## config.mk

```make
export PLATFORM = sky130hd
export DESIGN_NAME = axis_pipe_slice
export DESIGN_NICKNAME = d
export VERILOG_FILES = /design/src/rtl/axis_pipe_slice.sv
export SDC_FILE = /design/constraint.sdc
export NUM_CORES = 1
export LEC_CHECK = 0
export ABC_AREA = 1
export CAP_MARGIN = 20
export CELL_PAD_IN_SITES_DETAIL_PLACEMENT = 0
export CELL_PAD_IN_SITES_GLOBAL_PLACEMENT = 1
export CORE_UTILIZATION = 42
export CTS_BUF_LIST = sky130_fd_sc_hd__clkbuf_8 sky130_fd_sc_hd__clkbuf_16
export DETAILED_ROUTE_END_ITERATION = 10
export PLACE_DENSITY_LB_ADDON = 0.25
export SYNTH_ARGS = -nofsm -noshare
export SYNTH_HDL_FRONTEND = slang
export SYNTH_SLANG_ARGS = --single-unit
```

## constraint.sdc

```tcl
create_clock -name clk -period 2.75 [get_ports clk]
set_input_delay 0.275 -clock clk [delete_from_list [all_inputs] [get_ports clk]]
set_output_delay 0.275 -clock clk [all_outputs]
set_load 0.05 [all_outputs]
```

## src/rtl/axis_pipe_slice.sv

```systemverilog
// Chain of AXI-Stream register slices. REG_MODE 0 adds a skid register to each stage so
// that every ready is registered. REG_MODE 1 registers only the forward path.
module axis_pipe_slice #(
  parameter int DATA_WIDTH = 32,
  parameter int KEEP_WIDTH = DATA_WIDTH / 8,
  parameter int USER_WIDTH = 2,
  parameter int STAGES     = 2,
  parameter int REG_MODE   = 0,
  parameter int OCC_WD     = $clog2(2 * STAGES + 1)
) (
  input  logic                  clk,
  input  logic                  rst,
  input  logic                  flush,
  input  logic                  valid_in,
  input  logic [DATA_WIDTH-1:0] data_in,
  input  logic [KEEP_WIDTH-1:0] keep_in,
  input  logic [USER_WIDTH-1:0] user_in,
  input  logic                  last_in,
  output logic                  ready_out,
  output logic                  valid_out,
  output logic [DATA_WIDTH-1:0] data_out,
  output logic [KEEP_WIDTH-1:0] keep_out,
  output logic [USER_WIDTH-1:0] user_out,
  output logic                  last_out,
  input  logic                  ready_in,
  output logic [OCC_WD-1:0]     occupancy
);

  localparam int W = DATA_WIDTH + KEEP_WIDTH + USER_WIDTH + 1;

  // Handshake: a beat moves across any link on the rising edge where valid && ready are
  // both high. A valid beat holds its payload until taken; ready may change at any time.
  logic         s_valid [STAGES+1];
  logic         s_ready [STAGES+1];
  logic [W-1:0] s_word  [STAGES+1];

  assign s_valid[0]      = valid_in;
  assign s_word[0]       = {data_in, keep_in, user_in, last_in};
  assign s_ready[STAGES] = ready_in;
  assign ready_out       = s_ready[0];
  assign valid_out       = s_valid[STAGES];
  assign {data_out, keep_out, user_out, last_out} = s_word[STAGES];

  genvar i;
  generate
    for (i = 0; i < STAGES; i++) begin : g_stage
      logic         main_valid;
      logic [W-1:0] main_word;
      logic         in_acc;
      logic         main_drain;

      assign in_acc       = s_valid[i] && s_ready[i];
      assign main_drain   = main_valid && s_ready[i+1];
      assign s_valid[i+1] = main_valid;
      assign s_word[i+1]  = main_word;

      if (REG_MODE == 0) begin : g_skid
        logic         skid_valid;
        logic         skid_valid_nxt;
        logic [W-1:0] skid_word;
        logic         rdy_q;

        always_comb begin
          skid_valid_nxt = skid_valid;
          if (flush) begin
            skid_valid_nxt = 1'b0;
          end else if (skid_valid && (!main_valid || main_drain)) begin
            skid_valid_nxt = 1'b0;
          end else if (in_acc && main_valid && !main_drain) begin
            skid_valid_nxt = 1'b1;
          end
        end

        // Ready is a flop tracking the next skid state, so ready_in never reaches ready_out
        always_ff @(posedge clk) begin
          if (rst) begin
            main_valid <= 1'b0;
            main_word  <= '0;
            skid_valid <= 1'b0;
            skid_word  <= '0;
            rdy_q      <= 1'b0;
          end else begin
            skid_valid <= skid_valid_nxt;
            rdy_q      <= !skid_valid_nxt;
            if (flush) begin
              main_valid <= 1'b0;
            end else if (skid_valid && (!main_valid || main_drain)) begin
              main_valid <= 1'b1;
              main_word  <= skid_word;
            end else if (in_acc && (!main_valid || main_drain)) begin
              main_valid <= 1'b1;
              main_word  <= s_word[i];
            end else if (main_drain) begin
              main_valid <= 1'b0;
            end
            if (!flush && in_acc && main_valid && !main_drain) begin
              skid_word <= s_word[i];
            end
          end
        end

        assign s_ready[i] = rdy_q;
      end else begin : g_fwd
        logic init_q;

        always_ff @(posedge clk) begin
          if (rst) begin
            init_q     <= 1'b0;
            main_valid <= 1'b0;
            main_word  <= '0;
          end else begin
            init_q <= 1'b1;
            if (flush) begin
              main_valid <= 1'b0;
            end else if (in_acc) begin
              main_valid <= 1'b1;
              main_word  <= s_word[i];
            end else if (main_drain) begin
              main_valid <= 1'b0;
            end
          end
        end

        // init_q keeps ready low while reset is held
        assign s_ready[i] = init_q && (s_ready[i+1] || !main_valid);
      end
    end
  endgenerate

  logic             acc;
  logic             del;
  logic [OCC_WD-1:0] occ_q;

  assign acc       = valid_in && ready_out;
  assign del       = valid_out && ready_in;
  assign occupancy = occ_q;

  always_ff @(posedge clk) begin
    if (rst || flush) begin
      occ_q <= '0;
    end else if (acc && !del) begin
      occ_q <= occ_q + OCC_WD'(1);
    end else if (!acc && del) begin
      occ_q <= occ_q - OCC_WD'(1);
    end
  end

endmodule

```

==> flow_summary.toml <==
[outcome]
status = "completed"

[global_route]
grt_pass1_wl_um = 32700
grt.overflow.total = 0
grt_pass1_vias = 6295
groute.usage.overall = 0.211
grt_max_degree = 79
antenna_found_initial = 0

[synthesis]
ys_ff_latch = 165
synth_cell_type_count = 20
syn_avg_cell_area_um2 = 6.29
ys_seq_area_frac = 0.425
synthArstFlopShare = 0
ys.warnings.count = 0
synth_edf_count = 0
synth.top_cell.area_share = 0.425
synth_cells = 1235
ys.flop_type = "dfxtp_1"
synth.area.top_cells = "dfxtp_1 43%, nand2_1 19%, nor2_1 15%, nand3_1 7.6%, inv_1 4.3%"
netlist_area_um2 = 7770
yosys.area.top_type = "dfxtp_1"
syn-num-nets = 1281

[setup_path]
cpLargestDelayFamily = "buffers and inverters"
worst_ep_arrival_time_ns = 1.65
crit_path_cell_trace = "clkdlybuf4s50_1"
worst_path_max_delay_cell = "clkdlybuf4s50_1"
r2r_slack_ns = 0.93
startpoint_type = "flip-flop"
r2r_cells = 8
required_ns = 2.48
critPathKind = "reg -> out"
cp_slowest_stage_delay_ns = 0.83
critPathMaxFanout = 3
end_kind = "output port"
timing.rr.start = "g_stage[1].g_skid.rdy_q$_SDFF_PP0_"
crit_buf_inv = 1
rr_endpoint = "g_stage[0].main_word[17]$_SDFFE_PP0P_"

[final_layout]
layout_commonest_cell = "nand2_1"
ff_latch_area_um2 = 3300
final_area_um2 = 9470
multi_input_area_um2 = 3750
n_fill_cell = 1933
final_cells = 1522
nets = 1326
synthToLayoutAreaGrowth_pct = 21.9
final_util = 0.525
n_antenna_cell = 0
mostFrequentLayoutCells = "403 x nand2_1, 318 x nor2_1, 165 x dfxtp_1"
drive_gt1_frac = 0.0456

[power_and_ir_drop]
p_total_mw = 5.52
power.density_nw_per_um2 = 583
share_seq_of_total_power = 0.447
combPwrFrac = 0.082
ir_drop_v = 0.000495
p_sw_frac = 0.228
p_int_mw = 4.26
p_clk_frac = 0.471
p_leak_nw = 4.45
p_switching_mw = 1.26

[floorplan]
initial_core_util = 0.431
rows = 49
die-area_um2 = 19000
core-area_um2 = 18000
die_w_um = 138
die_h_um = 138
io_pins = 88

[placed_design]
hpwlAfterDp_um = 12000
place_area_um2 = 8820
dp_cells = 1490
numPortBuffers = 87
gp_congestion = 0.744
pre_cts_ws_ns = 0.726

[sta]
tns_ns = 0
timing.final.ws_setup_ns = 0.826
rsz0062_at_grt = "false"
setup_viol = 0
fin_crit_ns = 1.92
relSlewSlack = 0.645
slew_violations = 0
worst_pin_slew_ns = 0.532
fmax_mhz = 520
finalCritPeriodShare = 0.700
whs_ns = 0.482
skew_ns = 0.0123
finalHoldViolations = 0

[flow_run]
drv_cap = 0

[drt]
drc = 0
totalWireLength_um = 19600
detail-route-antenna-nets = 0
detailroute.via_count = 6962
wl_per_cell_um = 12.9
drt-initial-drc-count = 531
drt-pass1-iter-count = 5
via_per_inst = 4.57

[cts]
cts_resized = 0
tritoncts = "yes"
cts_num_sinks = 165
clk_latency_ns = 0.43
hold_buffers = 0
post-cts-setup-buffer-count = 0
cts_made_buffers = 17
clock_path_buffers = 2
h-tree-depth = 4
clkTransAtPathRegs_ns = 0.06
cts_root_buf = "clkbuf_16"

[hold_path]
min_path_cells = 2
hold_path_startpoint = "g_stage[1].g_skid.skid_word[25]$_SDFFE_PP0P_"
worst_hold_path.endpoint = "g_stage[1].g_skid.skid_word[25]$_SDFFE_PP0P_"
hold_path_class = "reg -> reg"
## kinds of logic after synthesis
family                   share of synthesized area
AO/OA/AOI/OAI                              0.00322
adder cells (fa/ha/maj)                    0.00419
buffers and inverters                       0.0947
XOR/XNOR                                   0.00113
AND/OR/NAND/NOR                              0.472
flip-flops                                   0.425
## how the worst max path moves through the flow
| stage | cells after the start | slack [ns] | startpoint | to |
|---|---|---|---|---|
| 2_1_floorplan | 11 | 0.87 | ready_out$_SDFF_PP0_ | occupancy[2]$_SDFFE_PP0P_ |
| 3_3_place_gp | 12 | 0.79 | valid_in | occupancy[2]$_SDFFE_PP0P_ |
| 3_5_place_dp | 12 | 0.73 | valid_in | occupancy[2]$_SDFFE_PP0P_ |
| 4_1_cts | 1 | 0.81 | occupancy[0]$_SDFFE_PP0P_ | occupancy[0] |
| 5_1_grt | 8 | 0.74 | g_stage[1].g_skid.rdy_q$_SDFF_PP0_ | g_stage[0].main_word[22]$_SDFFE_PP0P_ |
| 6_report | 1 | 0.83 | occupancy[0]$_SDFFE_PP0P_ | occupancy[0] |
## cell type report
| class | instances | area share |
|---|---|---|
| Clock buffer | 19 | 0.0478 |
| Timing Repair Buffer | 108 | 0.121 |
| Multi-Input combinational cell | 896 | 0.396 |
| Clock inverter | 13 | 0.0201 |
| Sequential cell | 165 | 0.349 |
| Tap cell | 229 | 0.0303 |
| Inverter | 92 | 0.0367 |
## cell usage after synthesis (5+ instances only)
library cell and number:
buf_4 10, nor2_1 319, dfxtp_1 165, nand2_1 403, a21oi_1 5, nand3_1 118, buf_1 8, clkbuf_1 28
nand3b_1 39, inv_1 90, buf_2 36
## power groups by stage
stage                     sequential (mW)  combinational, mW  clock, mW
after floorplan                      2.55              0.250          0
after global placement               2.52              0.451          0
after detailed placement             2.52              0.452          0
after CTS                            2.46              0.454       2.66
after global routing                 2.47              0.508       2.74
final                                2.47              0.453       2.60
## routing by layer
| metal | wire length, um | part of all wire | up-vias | global-route usage |
|---|---|---|---|---|
| met5 | 0 | 0 | - | 0 |
| met4 | 286 | 0.015 | 0 | 0.0752 |
| met3 | 750 | 0.038 | 22 | 0.0294 |
| met2 | 7730 | 0.39 | 161 | 0.293 |
| met1 | 10900 | 0.55 | 2953 | 0.329 |
| li1 | - | - | 3826 | - |
## sequential cells by signal, indices dropped and copies added (netlist names)
signal                     cells
g_stage.g_skid.skid_word      78
g_stage.main_word             78
occupancy                      3
g_stage.g_skid.skid_valid      2
g_stage.main_valid             1
g_stage.g_skid.rdy_q           1
ready_out                      1
valid_out                      1
Power figures use the tool's default switching activity.
==> variant (config.mk and constraints unchanged) <==
Set the parameter `REG_MODE` to 1 (it was 0). Comments in the files are not updated.
--- a/src/rtl/axis_pipe_slice.sv
+++ b/src/rtl/axis_pipe_slice.sv
@@ -7,3 +7,3 @@
   parameter int STAGES     = 2,
-  parameter int REG_MODE   = 0,
+  parameter int REG_MODE   = 1,
   parameter int OCC_WD     = $clog2(2 * STAGES + 1)
Check against the original RTL: not equivalent (Yosys sat finds a counterexample within 4 cycles, from zero or initial values and one cycle with rst high).
==> variant against the original RTL <==
Design area shrank 48%; area after synthesis shrank 51%; register-to-register slack lost 30 ps; power shrank 52%; wire length shrank 51%; combinational power shrank 35%; setup slack gained 14 ps; sequential cell count shrank 81.
==> variant: results (changes against the original RTL) <==
finish:
  nNetsFinal: 665  # -50%
  nFillCells: 861  # -55%
run_status:
  status: "finished, final reports clean"
timing:
  finClkSkew_ps: 6.38  # -5.88 ps
  finalCriticalPeriod_ps: 1910  # -14.1 ps
  hold_ws_ps: 399  # -83.3 ps
yosys:
  seq_area_frac_synth: 0.446  # +0.0207
  synth_common_cells: "128 x inv_1, 121 x nand2_1, 84 x dfxtp_1"
  synth_nets: 599  # -53%
  synth.most_common_cell: "inv_1"
  synth.area.top_cells: "dfxtp_1 45%, nand4_1 13%, inv_1 13%"
  syn_avg_cell_area_sq_um: 6.82  # +8.4%
  synth-xor-area-share: 0.00232  # +0.00119
  synth.distinct_cells: 21  # +5.0%
placed_design:
  place_congestion: 0.774  # +4.0%
  pre_cts_ws_ps: 487  # -239 ps
  place_inst: 716  # -52%
grt:
  grt_max_degree: 43  # -46%
  grt_use_met3: 0.0564  # +0.0269
  grt_util_met1: 0.273  # -0.0557
worst_hold_path:
  holdPathStages: 4  # +2
  hp-class: "in -> reg"
cts:
  clk_latency_ps: 370  # -60 ps
  clk_pin_slew_ps: 80  # +20 ps
  cts_buffers: 9  # -8
  h-tree-depth: 3  # -1
power:
  power.static_leakage_uw: 0.00218  # -51%
  switching_share: 0.245  # +0.0174
worst_setup_path:
  r2r_start: "valid_out"
  critical_path.max_stage_delay_ps: 530  # -300 ps
  r2r_end: "occupancy[2]"
  worst-path-max-fanout: 41  # +38
  cp.arrival_ps: 1630  # -20 ps
  reg2reg_setup_slack_ps: 900  # -30 ps
  crit_end: "ready_out"
route:
  drt_iter0_drc: 133  # -75%
  avgViaCountPerCell: 4.86  # +6.3%
  drt_wl_total_mm: 9.54  # -51%
  drtPass1Iterations: 4  # -1
variant: routing by layer:
layer / part of all wire / up-vias
li1: - / 1840
met2: 0.47 / 95
met1: 0.46 / 1610
met4: 0.016 / 0
met3: 0.052 / 10
met5: 0 / -
variant: area by class of cell:
class	instances	area [sq um]	share of cell area
Timing Repair Buffer	97	951	0.193
Clock buffer	10	138	0.0279
Inverter	129	484	0.0983
Clock inverter	5	101	0.0206
Multi-Input combinational cell	298	1430	0.291
Sequential cell	84	1680	0.342
Tap cell	108	135	0.0274
variant: power groups by stage:
stage          logic (uW)  registers, uW  clock network (uW)
2_1_floorplan         170           1300                   0
3_3_place_gp          291           1300                   0
3_5_place_dp          293           1300                   0
4_1_cts               295           1270                1080
5_1_grt               330           1270                1140
6_report              294           1270                1070
variant: worst min-delay path, cell delays in order:
cell	delay (ps)
buf_2	110
inv_1	180
nand2_1	120
nor2_1	30
